File: config.mk
export PLATFORM = sky130hd
export DESIGN_NAME = mips_mem_arbiter
export DESIGN_NICKNAME = d
export VERILOG_FILES = /design/src/rtl/mips_mem_pkg.sv /design/src/rtl/mips_arb_prio.sv /design/src/rtl/mips_mem_arbiter.sv
export SDC_FILE = /design/constraint.sdc
export NUM_CORES = 1
export LEC_CHECK = 0
export ABC_CLOCK_PERIOD_IN_PS = 6640
export CAP_MARGIN = 20
export CORE_MARGIN = 3
export CORE_UTILIZATION = 40
export DETAILED_ROUTE_END_ITERATION = 8
export GPL_ROUTABILITY_DRIVEN = 0
export GPL_TIMING_DRIVEN = 1
export PLACE_DENSITY = 0.84
export SLEW_MARGIN = 10
export SYNTH_ARGS = -nofsm -noshare
export SYNTH_HDL_FRONTEND = slang
export SYNTH_HIERARCHICAL = 1
export SYNTH_SLANG_ARGS = --single-unit
export TNS_END_PERCENT = 10
File: constraint.sdc
create_clock -name clk1 -period 6.64 [get_ports clk1]
set_input_delay 1.66 -clock clk1 [delete_from_list [all_inputs] [get_ports clk1]]
set_output_delay 1.66 -clock clk1 [all_outputs]
set_load 0.05 [all_outputs]
File: src/rtl/mips_mem_pkg.sv
// Shared types and default sizes for the pipe_MIPS32 unified memory arbiter.
package mips_mem_pkg;

    localparam int AW_DEF       = 10;
    localparam int DW_DEF       = 32;
    localparam int MAX_WAIT_DEF = 4;

    // Bit positions inside the one-hot grant vector
    localparam int G_IF   = 0;
    localparam int G_DATA = 1;
    localparam int G_DBG  = 2;

    // Which requester is waiting for read data next cycle
    typedef enum logic [1:0] {
        OWN_NONE,
        OWN_IF,
        OWN_DATA,
        OWN_DBG
    } owner_t;

    typedef enum logic {
        ST_RUN,
        ST_HALTED
    } arb_state_t;

endpackage

File: src/rtl/mips_arb_prio.sv
// Combinational winner select: dbg always first; while halted nobody else is
// eligible; otherwise data beats IF unless IF has been starved long enough.
module mips_arb_prio
    import mips_mem_pkg::*;
(
    input  logic       i_dbg_req,
    input  logic       i_d_req,
    input  logic       i_if_req,
    input  logic       i_starve,
    input  logic       i_halted,
    output logic [2:0] o_gnt
);

    // One-hot grant from the request set
    always_comb begin
        // NOTE: default every output before the if-chain so no path leaves it unassigned (no latch).
        o_gnt = '0;
        if (i_dbg_req) begin
            o_gnt[G_DBG] = 1'b1;
        end else if (!i_halted) begin
            if (i_starve && i_if_req) begin
                o_gnt[G_IF] = 1'b1;
            end else if (i_d_req) begin
                o_gnt[G_DATA] = 1'b1;
            end else if (i_if_req) begin
                o_gnt[G_IF] = 1'b1;
            end
        end
    end

endmodule

File: src/rtl/mips_mem_arbiter.sv
// Single-ported Mem arbiter for IF, MEM-stage data and the debug/loader port.
// Grants are combinational; read data returns one cycle after the grant to
// whichever requester the registered owner tag names.
module mips_mem_arbiter
    import mips_mem_pkg::*;
#(
    parameter int AW       = AW_DEF,
    parameter int DW       = DW_DEF,
    parameter int MAX_WAIT = MAX_WAIT_DEF
) (
    input  logic          clk1,
    input  logic          reset,
    input  logic          if_req,
    input  logic [AW-1:0] if_addr,
    output logic          if_gnt,
    output logic          if_rvalid,
    output logic [DW-1:0] if_rdata,
    input  logic          d_req,
    input  logic          d_we,
    input  logic [AW-1:0] d_addr,
    input  logic [DW-1:0] d_wdata,
    output logic          d_gnt,
    output logic          d_rvalid,
    output logic [DW-1:0] d_rdata,
    input  logic          dbg_req,
    input  logic          dbg_we,
    input  logic [AW-1:0] dbg_addr,
    input  logic [DW-1:0] dbg_wdata,
    output logic          dbg_gnt,
    output logic          dbg_rvalid,
    output logic [DW-1:0] dbg_rdata,
    input  logic          halt_in,
    input  logic          resume_in,
    output logic          halted,
    output logic          mem_en,
    output logic          mem_we,
    output logic [AW-1:0] mem_addr,
    output logic [DW-1:0] mem_wdata,
    input  logic [DW-1:0] mem_rdata
);

    localparam int WW = $clog2(MAX_WAIT + 1);

    arb_state_t    r_state;
    owner_t        r_owner;
    logic [WW-1:0] r_if_wait;
    logic [DW-1:0] r_if_rdata;
    logic [DW-1:0] r_d_rdata;
    logic [DW-1:0] r_dbg_rdata;

    logic [2:0]    w_gnt;
    logic          w_halted;
    logic          w_starve;
    owner_t        w_owner_nxt;

    assign w_halted = (r_state == ST_HALTED);
    assign w_starve = (r_if_wait == WW'(MAX_WAIT));

    mips_arb_prio u_prio (
        .i_dbg_req (dbg_req),
        .i_d_req   (d_req),
        .i_if_req  (if_req),
        .i_starve  (w_starve),
        .i_halted  (w_halted),
        .o_gnt     (w_gnt)
    );

    assign if_gnt  = w_gnt[G_IF];
    assign d_gnt   = w_gnt[G_DATA];
    assign dbg_gnt = w_gnt[G_DBG];
    assign halted  = w_halted;

    // Steer the winner onto the memory command and pick the read owner tag
    always_comb begin
        mem_en      = |w_gnt;
        mem_we      = 1'b0;
        mem_addr    = '0;
        mem_wdata   = '0;
        w_owner_nxt = OWN_NONE;
        if (w_gnt[G_DBG]) begin
            mem_we      = dbg_we;
            mem_addr    = dbg_addr;
            mem_wdata   = dbg_wdata;
            w_owner_nxt = dbg_we ? OWN_NONE : OWN_DBG;
        end else if (w_gnt[G_DATA]) begin
            mem_we      = d_we;
            mem_addr    = d_addr;
            mem_wdata   = d_wdata;
            w_owner_nxt = d_we ? OWN_NONE : OWN_DATA;
        end else if (w_gnt[G_IF]) begin
            mem_addr    = if_addr;
            w_owner_nxt = OWN_IF;
        end
    end

    // RUN/HALTED state; halt wins when both pulses arrive together
    always_ff @(posedge clk1 or posedge reset) begin
        // NOTE: sequential state uses non-blocking assignments so every register samples pre-edge values.
        if (reset) begin
            r_state <= ST_HALTED;
        end else if (halt_in) begin
            r_state <= ST_HALTED;
        end else if (resume_in) begin
            r_state <= ST_RUN;
        end
    end

    // IF starvation counter: counts denied IF cycles, saturates, held at 0 while halted
    always_ff @(posedge clk1 or posedge reset) begin
        if (reset) begin
            r_if_wait <= '0;
        end else if (w_halted || halt_in || !if_req || w_gnt[G_IF]) begin
            r_if_wait <= '0;
        end else if (!w_starve) begin
            r_if_wait <= r_if_wait + 1'b1;
        end
    end

    // Owner tag of the read issued this cycle
    always_ff @(posedge clk1 or posedge reset) begin
        if (reset) begin
            r_owner <= OWN_NONE;
        end else begin
            r_owner <= w_owner_nxt;
        end
    end

    // Keep the last returned word for each port so idle rdata holds steady
    always_ff @(posedge clk1 or posedge reset) begin
        if (reset) begin
            r_if_rdata  <= '0;
            r_d_rdata   <= '0;
            r_dbg_rdata <= '0;
        end else begin
            if (r_owner == OWN_IF)   r_if_rdata  <= mem_rdata;
            if (r_owner == OWN_DATA) r_d_rdata   <= mem_rdata;
            if (r_owner == OWN_DBG)  r_dbg_rdata <= mem_rdata;
        end
    end

    assign if_rvalid  = (r_owner == OWN_IF);
    assign d_rvalid   = (r_owner == OWN_DATA);
    assign dbg_rvalid = (r_owner == OWN_DBG);
    assign if_rdata   = if_rvalid  ? mem_rdata : r_if_rdata;
    assign d_rdata    = d_rvalid   ? mem_rdata : r_d_rdata;
    assign dbg_rdata  = dbg_rvalid ? mem_rdata : r_dbg_rdata;

endmodule

==> results of run 1 <==
-- cell usage in the layout (no fill, tap or decap), drive strengths merged --
cell type	instances
a21bo	1
a21o	2
a21oi	12
a22o	35
a2bb2oi	10
and2	1
and3	2
and3b	1
buf	50
clkbuf	9
clkdlybuf4s50	236
clkinv	3
dfrtp	101
dfstp	1
diode	1
ha	2
inv	13
mux2	96
nand2	2
nand2b	2
nand3	2
nand3b	10
nor2	3
nor2b	2
nor3	1
or3	1
or4b	1
-- sequential cells by signal, summed over array words and instances, names as in the netlist --
name / count
r_d_rdata: 32
r_if_wait: 3
halted: 1
r_if_rdata: 32
r_dbg_rdata: 32
r_owner: 2
-- power breakdown --
part           internal (mW)  switching [mW]
clock                  0.275           0.271
sequential             0.743          0.0320
combinational          0.457           0.740
total                   1.48            1.04
-- layer usage --
metal | track usage [%] | vias to the layer above | wire length (um)
li1 | - | 1727 | -
met1 | 28.7 | 1895 | 6050
met5 | 0 | - | 41
met4 | 12.5 | 6 | 803
met3 | 8.84 | 48 | 1370
met2 | 48.0 | 204 | 9100
-- area by class of cell --
| cell class | instances | area [um^2] |
|---|---|---|
| repair buffers | 286 | 3280 |
| fillers | 740 | 2790 |
| flip-flops and latches | 102 | 2550 |
| multi-input cells | 186 | 1780 |
| clock buffers | 9 | 225 |
| well taps | 140 | 175 |
| clock inverters | 7 | 88.8 |
| inverters | 9 | 36.3 |
| diodes | 1 | 2.50 |
-- per-stage QoR --
stage / setup WS (ns) / area [um^2] / cells / util, %
2_1_floorplan: 1.43 / 4510 / 321 / -
3_3_place_gp: 1.43 / 7830 / 723 / 71.6
3_5_place_dp: 1.37 / 7830 / 723 / 71.6
4_1_cts: 1.36 / 8140 / 739 / 74.4
5_1_grt: 1.25 / 8140 / 739 / 74.4
6_report: 1.33 / 8140 / 740 / 74.5
-- worst min-delay path by stage --
stage,startpoint,to,slack (ns)
after detailed placement,r_d_rdata[29],r_d_rdata[29],0.48
after global routing,r_d_rdata[15],r_d_rdata[15],0.51
after CTS,r_d_rdata[29],r_d_rdata[29],0.50
final,r_if_rdata[20],r_if_rdata[20],0.50
after floorplan,r_if_wait[1],r_if_wait[1],0.53
after global placement,r_d_rdata[30],r_d_rdata[30],0.47
-- worst max-delay path: stages --
cell,delay (ns)
sky130_fd_sc_hd__clkdlybuf4s50_1,0.44
sky130_fd_sc_hd__nor2_1,0.15
sky130_fd_sc_hd__and3_1,0.50
sky130_fd_sc_hd__clkdlybuf4s50_1,0.90
-- logic make-up (layout without fill, tap and decap cells) --
logic type | count (synthesis) | in the layout | synth area share, %
DFF | 102 | 102 | 56.6
muxes | 96 | 96 | 24.0
AOI/OAI and AO/OA | 60 | 60 | 10.6
buffers and inverters | 33 | 311 | 4.16
and+or+nand+nor | 28 | 28 | 4.13
adders and majority gates | 2 | 2 | 0.554
other | 0 | 1 | 0
==> flow_summary.ini, run 1 <==
[global_route]
grt_pass1_wl_um = 25600
grt_pass1_vias = 4239
grt_overflow_total = 0
track_usage_pct = 26.9
grt_start_max_net_pins = 54
antenna_found_initial = 3

[clocking]
clk_lat_worst_skew_ns = 0.34
clkSlewWorstSetupHoldPaths_ns = 0.08
cts-resized-gates = 0
clock-sinks = 102
cts_tree = done
clk_root_buffer_cell = sky130_fd_sc_hd__clkbuf_16
cts_setup_buffers = 0
cts_max_path_buffers = 2
cts.hold.buffers_added = 0
tritoncts.num_buffers = 9
htree_levels = 3

[power]
power.density_mw_per_mm2 = 309
vdd_drop_max_mv = 0.195
total_leakage_power_nw = 3.39
total_power_mw = 2.52

[synthesis]
synth_top_area_share_pct = 56.0
synthMostInstantiatedCell = sky130_fd_sc_hd__dfrtp_1
synth_area_leader_cell = sky130_fd_sc_hd__dfrtp_1
synth_cell_area_mm2 = 0.00451
synth_edf_count = 0
asyncSetResetFlopFracSynth_pct = 100
count_of_warnings_emitted_by_yosys = 6
synthesis.nets = 458
unique_cell_type_count_in_the_yosys_netlist = 29
ys_seq_elements = 102
synth_area_leaders = sky130_fd_sc_hd__dfrtp_1 (56%), sky130_fd_sc_hd__mux2_2 (23%), sky130_fd_sc_hd__a22o_1 (6.8%)
syn_avg_cell_area_um2 = 14.1
synthCells = 321
synth_cell_count_leaders = sky130_fd_sc_hd__dfrtp_1 (101), sky130_fd_sc_hd__mux2_2 (91), sky130_fd_sc_hd__a22o_1 (35), sky130_fd_sc_hd__a21oi_1 (12), sky130_fd_sc_hd__buf_2 (12)
synthFlopType = sky130_fd_sc_hd__dfrtp_1
synth_seq_area_share_pct = 56.6

[finish]
final_nets = 731
layout-drive-gt1-share_pct = 27.5
syn_to_final_growth_pct = 80.4

[route]
drc = 0
first_iter_violations = 203
number_of_vias_per_cell = 5.24
first_pass_iteration_count_of_the_detailed_router = 4
wl_per_cell_um = 23.5
routed_wirelength_um = 17400
antenna_violating_nets_post_route = 0
vias = 3880

[worst_setup_path]
worst_setup_path_endpoint = if_gnt
timing.reg2reg.setup_slack_ns = 4.38
worst_ep_required_time_ns = 4.98
r2r-end = r_if_wait[2]
worstPathMaxFanout = 14
reg2reg_depth = 7
start_kind = input port
worstReg2RegStart = r_if_wait[0]
timing.critical_path.to_type = output pin
worstPathArrival_ns = 3.65
startpoint = dbg_req
path_class = input port to output pin

[hold_path]
hold_path_depth = 1
hold_class = flop to flop

[sta]
grt_setup_unrepaired = false
timing.fmax_mhz = 188
fin_worst_skew_ns = 0.0168
tightest_slew_ns = 1.05
whs_ns = 0.499
slew-limit-headroom_pct = 29.9
hold_violations = 0
timing.final.max_slew_violations = 0
final.period_utilization_pct = 79.9
fin_setup_tns_ns = 0
period_minus_slack_ns = 5.31
final-setup-viol-count = 0

[floorplanning]
width_of_the_die_um = 112
dieHeight_um = 112
area_of_the_core_mm2 = 0.0109
fp-row-count = 38
dieArea_mm2 = 0.0126
num_io_pins = 282
effective_utilization_at_floorplan_pct = 41.3

[outcome]
status = finished clean

[run]
cap_violations = 0

[placed_design]
io_buffers = 281
detailed_place_hpwl_um = 14100
Note: power is estimated with default switching activity, not from simulation.
==> run 2, diff against run 1 <==
--- a/config.mk
+++ b/config.mk
@@ -5,14 +5,14 @@
 export SDC_FILE = /design/constraint.sdc
 export NUM_CORES = 1
 export LEC_CHECK = 0
-export ABC_CLOCK_PERIOD_IN_PS = 6640
+export ABC_CLOCK_PERIOD_IN_PS = 4700
 export CAP_MARGIN = 20
 export CORE_MARGIN = 3
-export CORE_UTILIZATION = 40
+export CORE_UTILIZATION = 33
 export DETAILED_ROUTE_END_ITERATION = 8
 export GPL_ROUTABILITY_DRIVEN = 0
 export GPL_TIMING_DRIVEN = 1
-export PLACE_DENSITY = 0.84
+export PLACE_DENSITY = 0.74
 export SLEW_MARGIN = 10
 export SYNTH_ARGS = -nofsm -noshare
 export SYNTH_HDL_FRONTEND = slang
==> constraint.sdc (replaced) <==
create_clock -name clk1 -period 4.7 [get_ports clk1]
set_input_delay 1.175 -clock clk1 [delete_from_list [all_inputs] [get_ports clk1]]
set_output_delay 1.175 -clock clk1 [all_outputs]
set_load 0.05 [all_outputs]
==> flow_summary.ini, run 2 (synthesis gave the netlist of run 1 again) <==
[outcome]
status = finished clean

[finish]
layout-drive-gt1-share_pct = 28.3
ff_latch_area_mm2 = 0.00255
syn_to_final_growth_pct = 82.2
layout_commonest_cell = sky130_fd_sc_hd__clkdlybuf4s50_1
multi_input_comb_area_mm2 = 0.00179
reg_top3 = r_d_rdata x32, r_dbg_rdata x32, r_if_rdata x32
antenna-diode-count = 0
final.fill_count = 1017
most-common-layout-cells = sky130_fd_sc_hd__clkdlybuf4s50_1 (234), sky130_fd_sc_hd__dfrtp_1 (101), sky130_fd_sc_hd__mux2_2 (91)
final_nets = 733

[route]
first_pass_iteration_count_of_the_detailed_router = 4
drc = 0
antenna_violating_nets_post_route = 0
first_iter_violations = 146
number_of_vias_per_cell = 4.83
wl_per_cell_um = 20.7
routed_wirelength_um = 16100
vias = 3753

[worst_setup_path]
timing.critical_path.to_type = output pin
worst_ep_required_time_ns = 3.52
critPathSlowestCell = sky130_fd_sc_hd__clkdlybuf4s50_1
timing.critical_path.max_delay_family = buffers and inverters
start_kind = input port
worstPathArrival_ns = 3.01
critPathMaxStageDelay_ns = 0.50
timing.critical_path.cells = clkdlybuf4s50_1 > buf_4 > clkinv_1 > a2bb2oi_1 > buf_12
worstPathMaxFanout = 50
count_of_buffer_and_inverter_cells_on_the_critical_path = 4
path_class = input port to output pin

[sta]
hold_violations = 0
period_minus_slack_ns = 4.18
timing.fmax_mhz = 239
slew-limit-headroom_pct = 37.2
fin_setup_tns_ns = 0
final-setup-viol-count = 0
tightest_slew_ns = 0.942
grt_setup_unrepaired = false
fin_worst_skew_ns = 0.00575
timing.final.max_slew_violations = 0
final.period_utilization_pct = 89.0

[clocking]
clkSlewWorstSetupHoldPaths_ns = 0.07
clk_lat_worst_skew_ns = 0.35
clk_root_buffer_cell = sky130_fd_sc_hd__clkbuf_16
htree_levels = 3
clock-sinks = 102
cts.hold.buffers_added = 0
cts_tree = done
tritoncts.num_buffers = 9
cts_setup_buffers = 0
cts_max_path_buffers = 2
cts-resized-gates = 0

[global_route]
grt_start_max_net_pins = 71
grt_overflow_total = 0
antenna_found_initial = 0
track_usage_pct = 21.4
grt_pass1_vias = 4271
grt_pass1_wl_um = 23800

[floorplanning]
fp-row-count = 42
dieHeight_um = 123
width_of_the_die_um = 123
dieArea_mm2 = 0.0151
area_of_the_core_mm2 = 0.0133
effective_utilization_at_floorplan_pct = 33.9
num_io_pins = 282

[power]
total_leakage_power_nw = 3.41
power.density_mw_per_mm2 = 426
vdd_drop_max_mv = 0.261
total_power_mw = 3.50

[run]
cap_violations = 0

[placed_design]
detailed_place_hpwl_um = 12800
io_buffers = 281

[hold_path]
hold_class = flop to flop
-- run 2: cell count changes in the layout (fill, tap and decap cells not counted) --
cell and delta:
sky130_fd_sc_hd__nand2_2 +1, sky130_fd_sc_hd__inv_8 -1, sky130_fd_sc_hd__clkinv_2 +1, sky130_fd_sc_hd__nand2_1 -1
sky130_fd_sc_hd__clkinvlp_4 +1, sky130_fd_sc_hd__clkinv_8 -1, sky130_fd_sc_hd__inv_12 -1, sky130_fd_sc_hd__diode_2 -1
sky130_fd_sc_hd__buf_12 +4, sky130_fd_sc_hd__inv_6 +1, sky130_fd_sc_hd__clkdlybuf4s50_1 -2
-- run 2: layer usage --
| metal | track usage (%) | vias up | share of wire [%] |
|---|---|---|---|
| met2 | 39.5 | 173 | 54 |
| met1 | 22.2 | 1826 | 35 |
| met4 | 10.0 | 0 | 4.1 |
| met5 | 0 | - | 0 |
| li1 | - | 1724 | - |
| met3 | 6.50 | 30 | 7.1 |
-- run 2: worst paths after layout --
kind	start	end	slack [ns]	depth (start not counted)
hold reg to reg	r_d_rdata[29]	r_d_rdata[29]	0.49	1
setup reg to reg	r_if_wait[0]	r_if_wait[2]	2.41	7
max in group asynchronous	reset	halted	2.49	3
setup / recovery	dbg_req	mem_addr[8]	0.52	5
hold / removal	r_d_rdata[29]	r_d_rdata[29]	0.49	1
min in group asynchronous	reset	r_d_rdata[13]	1.36	2
-- run 2: metrics by stage --
step / area [um^2] / utilization [%] / cells / setup WS [ns] / hold slack, ns
after CTS: 8220 / 61.9 / 777 / 0.500 / 0.498
after global placement: 7930 / 59.7 / 761 / 0.547 / 0.473
final: 8220 / 61.9 / 777 / 0.516 / 0.494
after global routing: 8220 / 61.9 / 777 / 0.376 / 0.510
after detailed placement: 7930 / 59.7 / 761 / 0.513 / 0.481
after floorplan: 4510 / - / 321 / 0.456 / 0.525
-- run 2: layout make-up --
| type | count | share of cell area, % |
|---|---|---|
| Inverter | 9 | 0.441 |
| Timing Repair Buffer | 288 | 40.6 |
| Tap cell | 176 | 2.68 |
| Multi-Input combinational cell | 186 | 21.7 |
| Clock inverter | 7 | 0.806 |
| Sequential cell | 102 | 31.1 |
| Clock buffer | 9 | 2.74 |
-- run 2: power breakdown --
group / internal [mW] / switching, mW / leakage (nW) / total, mW
Clock: 0.372 / 0.349 / 0.142 / 0.722
Combinational: 0.651 / 1.04 / 2.06 / 1.69
Sequential: 1.05 / 0.0430 / 1.20 / 1.09
==> run 3, diff against run 2 <==
--- a/config.mk
+++ b/config.mk
@@ -13,6 +13,7 @@
 export GPL_ROUTABILITY_DRIVEN = 0
 export GPL_TIMING_DRIVEN = 1
 export PLACE_DENSITY = 0.74
+export SKIP_LAST_GASP = 1
 export SLEW_MARGIN = 10
 export SYNTH_ARGS = -nofsm -noshare
 export SYNTH_HDL_FRONTEND = slang
==> results of run 3 <==
The final DEF is identical to that of run 2; final timing and power are the same.
